$ cat src/rtl/fsm_seq_ctrl.sv
// Round-robin front end that serialises requester words into a shared
// Mealy FSM and returns its per-bit y/z outputs as response words.
module fsm_seq_ctrl #(
    parameter int W = 8
) (
    input  logic         clk,
    input  logic         rst,
    input  logic         req0_valid,
    input  logic [W-1:0] req0_data,
    output logic         req0_ready,
    input  logic         req1_valid,
    input  logic [W-1:0] req1_data,
    output logic         req1_ready,
    output logic         rsp_valid,
    input  logic         rsp_ready,
    output logic         rsp_id,
    output logic [W-1:0] rsp_y,
    output logic [W-1:0] rsp_z,
    output logic         busy,
    output logic         fsm_clr,
    output logic         fsm_x,
    input  logic         fsm_y,
    input  logic         fsm_z
);

    localparam int CW = $clog2(W);

    typedef enum logic [1:0] {
        IDLE,
        CLEAR,
        SHIFT,
        RESP
    } state_t;

    state_t         state;
    logic [W-1:0]   sreg;
    logic [CW-1:0]  cnt;
    logic           last_grant;
    logic           idle_ok;
    logic           pick1;

    // readys are masked while reset is held so nothing looks accepted
    assign idle_ok    = rst & (state == IDLE);
    assign pick1      = req1_valid & (~req0_valid | ~last_grant);
    assign req0_ready = idle_ok & req0_valid & ~pick1;
    assign req1_ready = idle_ok & pick1;

    always_ff @(posedge clk or negedge rst) begin
        if (!rst) begin
            state      <= IDLE;
            sreg       <= '0;
            cnt        <= '0;
            last_grant <= 1'b1;
            rsp_valid  <= 1'b0;
            rsp_id     <= 1'b0;
            rsp_y      <= '0;
            rsp_z      <= '0;
            busy       <= 1'b0;
            fsm_clr    <= 1'b0;
            fsm_x      <= 1'b0;
        end else begin
            unique case (state)
                IDLE: begin
                    if (req0_ready | req1_ready) begin
                        sreg       <= pick1 ? req1_data : req0_data;
                        rsp_id     <= pick1;
                        last_grant <= pick1;
                        busy       <= 1'b1;
                        fsm_clr    <= 1'b1;
                        state      <= CLEAR;
                    end
                end
                CLEAR: begin
                    fsm_clr <= 1'b0;
                    cnt     <= '0;
                    fsm_x   <= sreg[0];
                    state   <= SHIFT;
                end
                SHIFT: begin
                    rsp_y[cnt] <= fsm_y;
                    rsp_z[cnt] <= fsm_z;
                    sreg       <= sreg >> 1;
                    cnt        <= cnt + 1'b1;
                    // fsm_x always presents the bit now at sreg[0]
                    if (cnt == CW'(W - 1)) begin
                        fsm_x     <= 1'b0;
                        rsp_valid <= 1'b1;
                        state     <= RESP;
                    end else begin
                        fsm_x <= sreg[1];
                    end
                end
                RESP: begin
                    if (rsp_ready) begin
                        rsp_valid <= 1'b0;
                        busy      <= 1'b0;
                        state     <= IDLE;
                    end
                end
                default: state <= IDLE;
            endcase
        end
    end

endmodule

$ cat config.mk
export PLATFORM = sky130hd
export DESIGN_NAME = fsm_seq_ctrl
export DESIGN_NICKNAME = d
export VERILOG_FILES = /design/src/rtl/fsm_seq_ctrl.sv
export SDC_FILE = /design/constraint.sdc
export NUM_CORES = 1
export LEC_CHECK = 0
export BUFFER_PORTS_ARGS = -buffer_cell sky130_fd_sc_hd__buf_2
export CAP_MARGIN = 20
export CORE_MARGIN = 3
export CORE_UTILIZATION = 55
export CTS_BUF_LIST = sky130_fd_sc_hd__clkbuf_8
export DETAILED_ROUTE_END_ITERATION = 6
export PLACE_DENSITY = 0.81
export SYNTH_ARGS = -nofsm -noshare
export SYNTH_HDL_FRONTEND = slang
export SYNTH_SLANG_ARGS = --single-unit
$ cat constraint.sdc
create_clock -name clk -period 3.8 [get_ports clk]
set_clock_uncertainty 0.2 [all_clocks]
set_input_delay 0.19 -clock clk [delete_from_list [all_inputs] [get_ports clk]]
set_output_delay 0.19 -clock clk [all_outputs]
set_load 0.01 [all_outputs]
==> metrics.csv, run 1 <==
stage,metric,value,unit
run_status,outcome,"complete, no violations",
route,via_per_inst,5.42,
route,routed_wirelength,3250,µm
timing,period_share,65.5,%
critical_path,criticalPathCategory,flip-flop to flip-flop,
global_route,grt_pass1_vias,1199,
timing,fin_crit,2490,ps
timing,whs,67.7,ps
global_route,grt_pass1_wl,5210,µm
synth,seq_area_frac_synth,51.5,%
timing,tightest_slew,865,ps
placement,io_buffers,45,
global_route,grt.total_usage,18.7,%
placement,dpl_cell_area,1950,µm²
clock_network,clock_sinks,35,
critical_path,ff2ff_setup_slack,1310,ps
route,drt-initial-drc-count,45,
timing,rsz0062_at_grt,no,
critical_path,path_max_fanout,21,
clock_network,cts_tree,done,
synth,ys_types,31,
clock_network,clk_pin_slew_worst_paths,70,ps
power_and_ir_drop,leakage,1.00,nW
floorplanning,fp.coreArea,2850,µm²
critical_path,r2r_end,rsp_z[0],
synth,yosysWarnings,0,
timing,hold_viol_final,0,
min_path,holdPathStages,2,
cells_and_area,nNetsFinal,228,
critical_path,cp-end-kind,flip-flop,
critical_path,startpoint,state[0],
critical_path,crit_required,3770,ps
cells_and_area,area_delta_synth_final,21.4,%
cells_and_area,antenna_cells,0,
timing,setup-violations-final,0,
clock_network,root_buffer,clkbuf_8,
synth,ys_seq_elements,35,
synth,syn_nets,176,
min_path,worstHoldPathType,input port to flip-flop,
power_and_ir_drop,powerDensity,723,nW/µm²
timing,tns,0,ps
critical_path,r2r_cells,5,
timing,drv_slew,0,
synth,synth_area,1700,µm²
critical_path,worstSetupStartpointType,flip-flop,
cells_and_area,final_area,2070,µm²
clock_network,cts_buffers,5,
power_and_ir_drop,ir_drop,0.562,mV
floorplanning,num_rows,19,
floorplanning,initial_core_util,59.6,%
clock_network,clock_latency,280,ps
global_route,antenna_found_initial,0,
route,ant_nets,0,
route,avgRoutedWirePerCell,14.1,µm
cells_and_area,drive_above_1_share,41.7,%
critical_path,reg2reg_from,state[0],
critical_path,arrival,2460,ps
min_path,min_to,rsp_z[4],
clock_network,clockBufferDepth,2,
synth,syn_inst,146,
timing,max_freq,0.402,GHz
route,first_pass_iters,4,
floorplanning,die_area,3800,µm²
placement,dpl.hpwl,2490,µm
global_route,overflow,0,
global_route,grt_max_degree,30,
route,vias,1246,
min_path,hp-start,fsm_z,
floorplanning,num_io_pins,46,
clock_network,htree_num_levels,2,
run,max-cap-violations,0,
floorplanning,die_w,61.6,µm
route,drc,0,
floorplanning,die_h,61.6,µm
placement,finalWeightedCongestion,0.762,
timing,slew_headroom,42.4,%
synth,syn_avg_cell_area,11.7,µm²
area by class of cell:
type,instances,area [µm²]
multi-input cells,97,766
inverters,10,37.5
fillers,224,787
well taps,31,38.8
flip-flops and latches,35,877
clock inverters,3,15.0
repair buffers,49,263
clock buffers,5,68.8
synth_stat cells:
cell       instances  area share [%]
a211oi_1           1            0.44
a21boi_4           1             1.1
a21o_1             1            0.44
a21oi_1            5             1.5
a21oi_2            1            0.51
a2bb2oi_1          1            0.51
a31o_1             1            0.51
a31oi_1            1            0.37
and2_1             1            0.37
and3_2             1            0.44
buf_2              2            0.59
buf_4              1            0.44
clkbuf_1           1            0.22
dfrtp_1           34              50
dfstp_2            1             1.5
ha_1               7             5.1
inv_1              9             2.0
inv_2              1            0.22
mux2_2            24              16
mux2i_1            9             5.3
nand2_1           12             2.6
nand3_1            5             1.5
nand4_1            2            0.74
nor2_1             3            0.66
nor3_1             4             1.2
o211a_1            1            0.59
o21a_1             1            0.44
o21ai_0           11             3.2
o21ai_1            1            0.29
o221ai_1           1            0.51
or3_1              2            0.74
kinds of logic after synthesis:
kind of cell | Yosys count | share of synthesized area [%]
fa+ha+maj | 7 | 5.15
buf+inv | 14 | 3.46
simple gates | 30 | 8.24
mux | 33 | 21.2
compound gates | 27 | 10.4
flops | 35 | 51.5
worst max-delay path: stages, from the launching register on:
cell	delay (ps)
dfrtp_1	400
inv_1	130
ha_1	740
nand2_1	210
nor3_1	310
mux2_2	380
worst max path at each step:
stage / end
after global placement: rsp_z[0]
after detailed placement: rsp_z[0]
final: rsp_z[0]
after CTS: rsp_z[0]
after global routing: rsp_y[0]
after floorplan: rsp_y[0]
per-layer routing:
metal,part of all wire (%),vias up,track usage [%],routed length (µm)
li1,-,622,-,-
met1,45,583,22.6,1450
met2,48,37,31.7,1570
met3,6.3,4,6.71,206
met4,0.65,0,5.15,21
met5,0,-,0,0
registers in the layout (all words and copies together), names as in the netlist:
name and flops:
rsp_id 1, state 2, fsm_clr 1, rsp_z 8, sreg 8, busy 1
cnt 3, last_grant 1, rsp_y 8, fsm_x 1, rsp_valid 1
cell usage in the layout, fill, tap and decap left out:
cell type / synthesis / routed
nor3_1: 4 / 4
a31o_1: 1 / 1
o21a_1: 1 / 1
a2bb2oi_1: 1 / 1
mux2_2: 24 / 24
clkbuf_8: 0 / 5
buf_2: 2 / 45
or3_1: 2 / 2
a21oi_2: 1 / 1
buf_4: 1 / 1
o21ai_1: 1 / 1
o211a_1: 1 / 1
clkinv_2: 0 / 3
a211oi_1: 1 / 1
a21oi_1: 5 / 5
o21ai_0: 11 / 11
dfrtp_1: 34 / 34
mux2i_1: 9 / 9
dlygate4sd3_1: 0 / 3
inv_1: 9 / 9
o221ai_1: 1 / 1
nor2_1: 3 / 3
and3_2: 1 / 1
nand3_1: 5 / 5
nand4_1: 2 / 2
dfstp_2: 1 / 1
a21o_1: 1 / 1
nand2_1: 12 / 12
a21boi_4: 1 / 1
a31oi_1: 1 / 1
and2_1: 1 / 1
inv_2: 1 / 1
ha_1: 7 / 7
power breakdown:
part	internal, mW	leakage [nW]	total (mW)	switching, mW
Clock	0.125	0.0477	0.252	0.127
Combinational	0.288	0.532	0.628	0.340
Sequential	0.523	0.422	0.614	0.0906
Total	0.937	1.00	1.49	0.557
stage by stage:
step | setup slack (ps) | power (mW) | util (%) | cells
after detailed placement | 1310 | 1.25 | 68.4 | 219
after global placement | 1410 | 1.21 | 68.4 | 219
after CTS | 1290 | 1.51 | 72.4 | 230
final | 1310 | 1.49 | 72.4 | 230
after global routing | 1110 | 1.62 | 72.4 | 230
after floorplan | 1990 | 1.06 | - | 146
repair_timing:
action / in CTS / in global routing
setup buffers: 0 / 0
hold buffers: 3 / 0
hold endpoints to repair: 24 / 0
gates resized for setup: 0 / 0
(Power assumes the default switching activity.)
==> inputs of run 2 (changes only) <==
--- a/config.mk
+++ b/config.mk
@@ -8,10 +8,10 @@
 export BUFFER_PORTS_ARGS = -buffer_cell sky130_fd_sc_hd__buf_2
 export CAP_MARGIN = 20
 export CORE_MARGIN = 3
-export CORE_UTILIZATION = 55
+export CORE_UTILIZATION = 54
 export CTS_BUF_LIST = sky130_fd_sc_hd__clkbuf_8
 export DETAILED_ROUTE_END_ITERATION = 6
-export PLACE_DENSITY = 0.81
+export PLACE_DENSITY = 0.8
 export SYNTH_ARGS = -nofsm -noshare
 export SYNTH_HDL_FRONTEND = slang
 export SYNTH_SLANG_ARGS = --single-unit
==> constraint.sdc (replaced) <==
create_clock -name clk -period 2.5 [get_ports clk]
set_clock_uncertainty 0.2 [all_clocks]
set_input_delay 0.125 -clock clk [delete_from_list [all_inputs] [get_ports clk]]
set_output_delay 0.125 -clock clk [all_outputs]
set_load 0.01 [all_outputs]
==> run 2 against run 1 <==
First-iteration DRC count is 13% lower. Clock power is 54% higher. Wire length is 8.7% higher. Critical path depth stayed put. Sequential share of layout area is 1.2 points lower. Final cell count is 7.0% higher. Count of clock-buffer cells in the layout stayed put. Flip-flop and latch count stayed put. Critical path type unchanged.
==> metrics.csv, run 2 (synthesis gave the netlist of run 1 again) <==
stage,metric,value,unit,change
run_status,outcome,"complete, no violations",,
min_path,min_to,rsp_id,,
clock_network,cts_resized,0,,unchanged
min_path,worstHoldPathType,input port to flip-flop,,
timing,hold_viol_final,0,,unchanged
route,first_pass_iters,4,,unchanged
power_and_ir_drop,ir_drop,0.724,mV,+29%
placement,io_buffers,45,,unchanged
timing,tns,0,ps,unchanged
clock_network,clock_latency,290,ps,about the same
route,via_per_inst,5.26,,-2.8%
clock_network,htree_num_levels,2,,unchanged
clock_network,clockBufferDepth,2,,unchanged
timing,whs,52.2,ps,-15.5 ps
route,vias,1295,,+3.9%
global_route,grt_pass1_vias,1383,,+15%
cells_and_area,layout_common_cells,"buf_2, dfrtp_1, mux2_2",,
timing,tightest_slew,497,ps,-368 ps
min_path,hp-start,req0_valid,,
cells_and_area,nNetsFinal,233,,+2.2%
cells_and_area,final_common_cell,buf_2,,
floorplanning,num_rows,19,,unchanged
placement,dpl.hpwl,2570,µm,+3.1%
cells_and_area,antenna_cells,0,,unchanged
cells_and_area,fillCellCount,206,,-8.0%
route,drc,0,,unchanged
clock_network,cts_tree,done,,
critical_path,ff2ff_setup_slack,450,ps,-860 ps
route,ant_nets,0,,unchanged
critical_path,arrival,2020,ps,-440 ps
critical_path,criticalPathCategory,flip-flop to flip-flop,,
global_route,grt.total_usage,20.4,%,+1.6 points
route,drt-initial-drc-count,39,,-13%
floorplanning,die_area,3860,µm²,+1.7%
timing,fin_crit,2050,ps,-441 ps
global_route,grt_max_degree,36,,+20%
route,avgRoutedWirePerCell,14.4,µm,+1.6%
floorplanning,num_io_pins,46,,unchanged
floorplanning,die_h,62.1,µm,+0.84%
critical_path,r2r_end,rsp_y[1],,
timing,max_freq,0.488,GHz,+22%
placement,finalWeightedCongestion,0.711,,-6.7%
cells_and_area,drive_above_1_share,41.7,%,-0.042 points
critical_path,path_max_fanout,11,,-48%
power_and_ir_drop,powerDensity,1090,nW/µm²,+51%
min_path,holdPathStages,3,,+1
floorplanning,initial_core_util,59.2,%,-0.49 points
cells_and_area,area_delta_synth_final,24.9,%,
timing,rsz0062_at_grt,no,,
critical_path,r2r_cells,5,,unchanged
timing,drv_slew,0,,unchanged
clock_network,clock_sinks,35,,unchanged
critical_path,worstSetupStartpointType,flip-flop,,
cells_and_area,reg_top3,"rsp_y x8, rsp_z x8, sreg x8",,
global_route,antenna_found_initial,0,,unchanged
timing,slew_headroom,66.9,%,+25 points
power_and_ir_drop,leakage,1.02,nW,+2.3%
run,max-cap-violations,0,,unchanged
critical_path,crit_required,2470,ps,-1300 ps
timing,period_share,81.9,%,+16 points
critical_path,cp-end-kind,flip-flop,,
route,routed_wirelength,3530,µm,+8.7%
clock_network,root_buffer,clkbuf_8,,
critical_path,reg2reg_from,state[0],,
global_route,overflow,0,,unchanged
timing,setup-violations-final,0,,unchanged
global_route,grt_pass1_wl,6260,µm,+20%
clock_network,clk_pin_slew_worst_paths,70,ps,about the same
floorplanning,fp.coreArea,2880,µm²,+0.83%
clock_network,cts_buffers,5,,unchanged
floorplanning,die_w,62.1,µm,+0.84%
-- run 2: changes by cell type in the layout (fill, tap and decap cells not counted), sizes merged --
cell	change
dlygate4sd3	+3
buf	+2
-- run 2: per-stage QoR --
step                instance area [µm²]  worst slack (ps)  cells  utilization, %  total power [mW]
finish                             2120               451    246            73.9              2.32
global placement                   1980               553    232            68.9              1.86
CTS                                2120               456    246            73.9              2.33
global route                       2120               303    246            73.9              2.50
detailed placement                 1980               472    232            68.9              1.93
floorplan                          1700               689    146               -              1.61
-- run 2: metal layers --
metal  share of wire, %  up-vias  GRT usage (%)
met1                 41      607           22.6
met4                1.4        0           6.35
met5                  0        -              0
li1                   -      634              -
met2                 52       47           37.2
met3                5.7        7           6.13
-- run 2: worst max-delay path by stage --
| stage | from | end | depth (start not counted) |
|---|---|---|---|
| floorplan | state[0] | rsp_y[0] | 6 |
| finish | state[0] | rsp_y[1] | 5 |
| global route | state[0] | rsp_z[4] | 5 |
| CTS | state[0] | rsp_y[1] | 5 |
| global placement | state[0] | rsp_z[2] | 5 |
| detailed placement | state[0] | rsp_y[1] | 5 |
-- run 2: worst max-delay path: stages, from the launching register on --
cell and delay [ps]:
dfrtp_1 410, inv_1 120, ha_1 390, nand2_1 150
nor3_1 280, mux2_2 380
-- run 2: repair_timing --
item,4_1_cts,5_1_grt
endpoints found under the hold margin,51,0
setup endpoints to repair,0,0
hold buffers,6,0
buffers inserted,0,0
-- run 2: power breakdown --
part	total (mW)	internal (mW)	switching (mW)
Sequential	0.942	0.795	0.147
Combinational	0.986	0.459	0.527
Clock	0.389	0.190	0.199
-- run 2: final cells by class --
| type | count | area (µm²) | share of cell area [%] |
|---|---|---|---|
| Sequential cell | 35 | 877 | 41.3 |
| Multi-Input combinational cell | 97 | 766 | 36.0 |
| Timing Repair Buffer | 54 | 308 | 14.5 |
| Clock buffer | 5 | 68.8 | 3.24 |
| Tap cell | 42 | 52.6 | 2.47 |
| Inverter | 10 | 37.5 | 1.77 |
| Clock inverter | 3 | 15.0 | 0.707 |
==> inputs of run 3 (changes only) <==
==> constraint.sdc (replaced) <==
create_clock -name clk -period 2.1 [get_ports clk]
set_clock_uncertainty 0.2 [all_clocks]
set_input_delay 0.105 -clock clk [delete_from_list [all_inputs] [get_ports clk]]
set_output_delay 0.105 -clock clk [all_outputs]
set_load 0.01 [all_outputs]
==> run 3 against run 2 <==
Wire length increased by 2.4%. Sequential share of layout area decreased by 0.78 points. Die area unchanged. Clock power increased by 80%. Cell area increased by 2.1%. Non-clock buffer count decreased by 2. Global-route usage decreased by 0.54 points. Core utilization increased by 1.5 points. Hold slack got worse by 33 ps. Critical path type unchanged. Largest cell class unchanged.
==> metrics.csv, run 3 (synthesis gave the netlist of run 1 again) <==
stage,metric,value,unit,change
run_status,outcome,"complete, no violations",,
critical_path,worstSetupStartpointType,flip-flop,,
global_route,overflow,0,,unchanged
clock_network,postCtsSetupBuffers,0,,unchanged
placement,placedCellCount,231,,-0.43%
floorplanning,initial_core_util,59.2,%,unchanged
timing,slew_headroom,76.6,%,+9.7 points
cells_and_area,antenna_cells,0,,unchanged
route,ant_nets,0,,unchanged
cells_and_area,drive_above_1_share,41.6,%,-0.083 points
clock_network,htree_num_levels,2,,unchanged
run,max-cap-violations,0,,unchanged
critical_path,crit_required,2070,ps,-400 ps
global_route,grt_pass1_vias,1330,,-3.8%
clock_network,cts_buffers,5,,unchanged
route,via_per_inst,5.39,,+2.3%
cells_and_area,nNetsFinal,231,,-0.86%
power_and_ir_drop,powerDensity,1380,nW/µm²,+26%
clock_network,clock_latency,280,ps,about the same
power_and_ir_drop,seqPwrFrac,37.3,%,-3.4 points
critical_path,worstPathCellList,inv_1 -> ha_1 -> nand2_1 -> nor3_1 -> mux2_2,,
placement,dpl_cell_area,1970,µm²,-0.38%
critical_path,criticalPathCategory,flip-flop to flip-flop,,
power_and_ir_drop,internal_power,1.96,mW,+35%
global_route,antenna_found_initial,0,,unchanged
floorplanning,die_w,62.1,µm,unchanged
floorplanning,die_h,62.1,µm,unchanged
critical_path,arrival,1940,ps,-80 ps
timing,tns,0,ps,unchanged
global_route,grt_max_degree,39,,+8.3%
power_and_ir_drop,leakage,1.04,nW,+1.4%
cells_and_area,final_area,2170,µm²,+2.1%
floorplanning,num_rows,19,,unchanged
route,first_pass_iters,4,,unchanged
timing,rsz0062_at_grt,no,,
cells_and_area,area_delta_synth_final,27.4,%,
timing,drv_slew,0,,unchanged
critical_path,cp-end-kind,flip-flop,,
route,drt-initial-drc-count,79,,+100%
global_route,grt.total_usage,19.8,%,-0.54 points
critical_path,path_buf_inv,1,,unchanged
timing,max_freq,0.506,GHz,+3.7%
route,vias,1314,,+1.5%
timing,period_share,94.1,%,+12 points
power_and_ir_drop,p_switching,1.03,mW,+18%
cells_and_area,reg_top3,"rsp_y x8, rsp_z x8, sreg x8",,
timing,fin_crit,1980,ps,-73.3 ps
timing,setup-violations-final,0,,unchanged
clock_network,clock_sinks,35,,unchanged
clock_network,root_buffer,clkbuf_8,,
min_path,worstHoldPathType,input port to flip-flop,,
cells_and_area,final_common_cell,buf_2,,
power_and_ir_drop,switching_share,34.6,%,-3.1 points
route,routed_wirelength,3620,µm,+2.4%
floorplanning,num_io_pins,46,,unchanged
critical_path,critPathTopFamily,simple AND/OR/NAND/NOR gates,,
cells_and_area,layout_common_cells,"buf_2, dfrtp_1, mux2_2",,
floorplanning,fp.coreArea,2880,µm²,unchanged
placement,finalWeightedCongestion,0.786,,+10%
placement,io_buffers,45,,unchanged
clock_network,clk_pin_slew_worst_paths,70,ps,about the same
power_and_ir_drop,finalPower,2.99,mW,+29%
critical_path,path_max_fanout,7,,-4
power_and_ir_drop,p_comb_share,39.3,%,-3.3 points
global_route,grt_pass1_wl,6120,µm,-2.2%
clock_network,clockBufferDepth,2,,unchanged
cells_and_area,layout.cells.non_filler,244,,-0.81%
floorplanning,die_area,3860,µm²,unchanged
placement,pre_cts_slack,117,ps,-355 ps
timing,hold_viol_final,0,,unchanged
critical_path,cp_slowest_cell,dfrtp_1,,
placement,dpl.hpwl,2590,µm,+0.89%
timing,fin_ws,125,ps,-327 ps
route,avgRoutedWirePerCell,14.8,µm,+3.2%
clock_network,cts_tree,done,,
route,drc,0,,unchanged
power_and_ir_drop,ir_drop,0.973,mV,+35%
timing,tightest_slew,348,ps,-148 ps
cells_and_area,fillCellCount,204,,-0.97%
critical_path,slowest_delay,400,ps,about the same
power_and_ir_drop,p_clk_share,23.4,%,+6.6 points
run 3: cell count changes in the layout (fill, tap and decap cells not counted):
cell           before  now
inv_1               9   10
bufinv_16           0    2
a21oi_2             1    0
buf_4               3    1
clkinv_2            3    0
dfrtp_1            34   33
a21oi_4             0    1
dlygate4sd3_1       6    5
buf_6               0    1
dfrtp_2             0    1
run 3: metrics by stage:
| stage | utilization, % | hold slack (ps) |
|---|---|---|
| 2_1_floorplan | - | -391 |
| 3_3_place_gp | 68.6 | 3.44 |
| 3_5_place_dp | 68.6 | 13.3 |
| 4_1_cts | 74.9 | 17.4 |
| 5_1_grt | 75.4 | 40.5 |
| 6_report | 75.4 | 19.3 |
run 3: final cells by class:
type	count	area, µm²	area share [%]
Clock buffer	5	68.8	3.17
Inverter	10	37.5	1.73
Sequential cell	35	878	40.5
Multi-Input combinational cell	97	773	35.7
Timing Repair Buffer	52	294	13.6
Tap cell	42	52.6	2.42
Clock inverter	3	63.8	2.94
run 3: final timing paths:
path,slack (ps),from,depth (start not counted),endpoint
setup / recovery,120,state[0],5,rsp_y[1]
hold / removal,20,req0_valid,3,rsp_id
setup reg to reg,120,state[0],5,rsp_y[1]
hold reg to reg,270,rsp_id,1,rsp_id
max in group asynchronous,1220,rst,3,last_grant
min in group asynchronous,180,rst,3,sreg[4]
run 3: power groups by stage:
stage | sequential, mW | clock (mW) | combinational, mW
2_1_floorplan | 1.16 | 0 | 0.754
3_3_place_gp | 1.11 | 0 | 1.10
3_5_place_dp | 1.12 | 0 | 1.16
4_1_cts | 1.12 | 0.719 | 1.17
5_1_grt | 1.15 | 0.753 | 1.31
6_report | 1.12 | 0.700 | 1.17
run 3: tightest hold or removal path, stage by stage:
cell and delay (ps):
buf_2 130, nand3_1 110, a21o_1 120
run 3: routing by layer:
layer  vias to the layer above  part of all wire (%)  global-route usage, %
li1                        630                     -                      -
met1                       637                    40                   23.3
met2                        39                    53                   34.8
met3                         8                   4.7                   4.14
met4                         0                   2.1                   8.84
met5                         -                     0                      0
run 3: repair_timing:
item | in CTS | in global routing
resized for setup | 0 | 3
hold buffers | 5 | 0
endpoints found under the hold margin | 52 | 0
setup endpoints to repair | 0 | 6
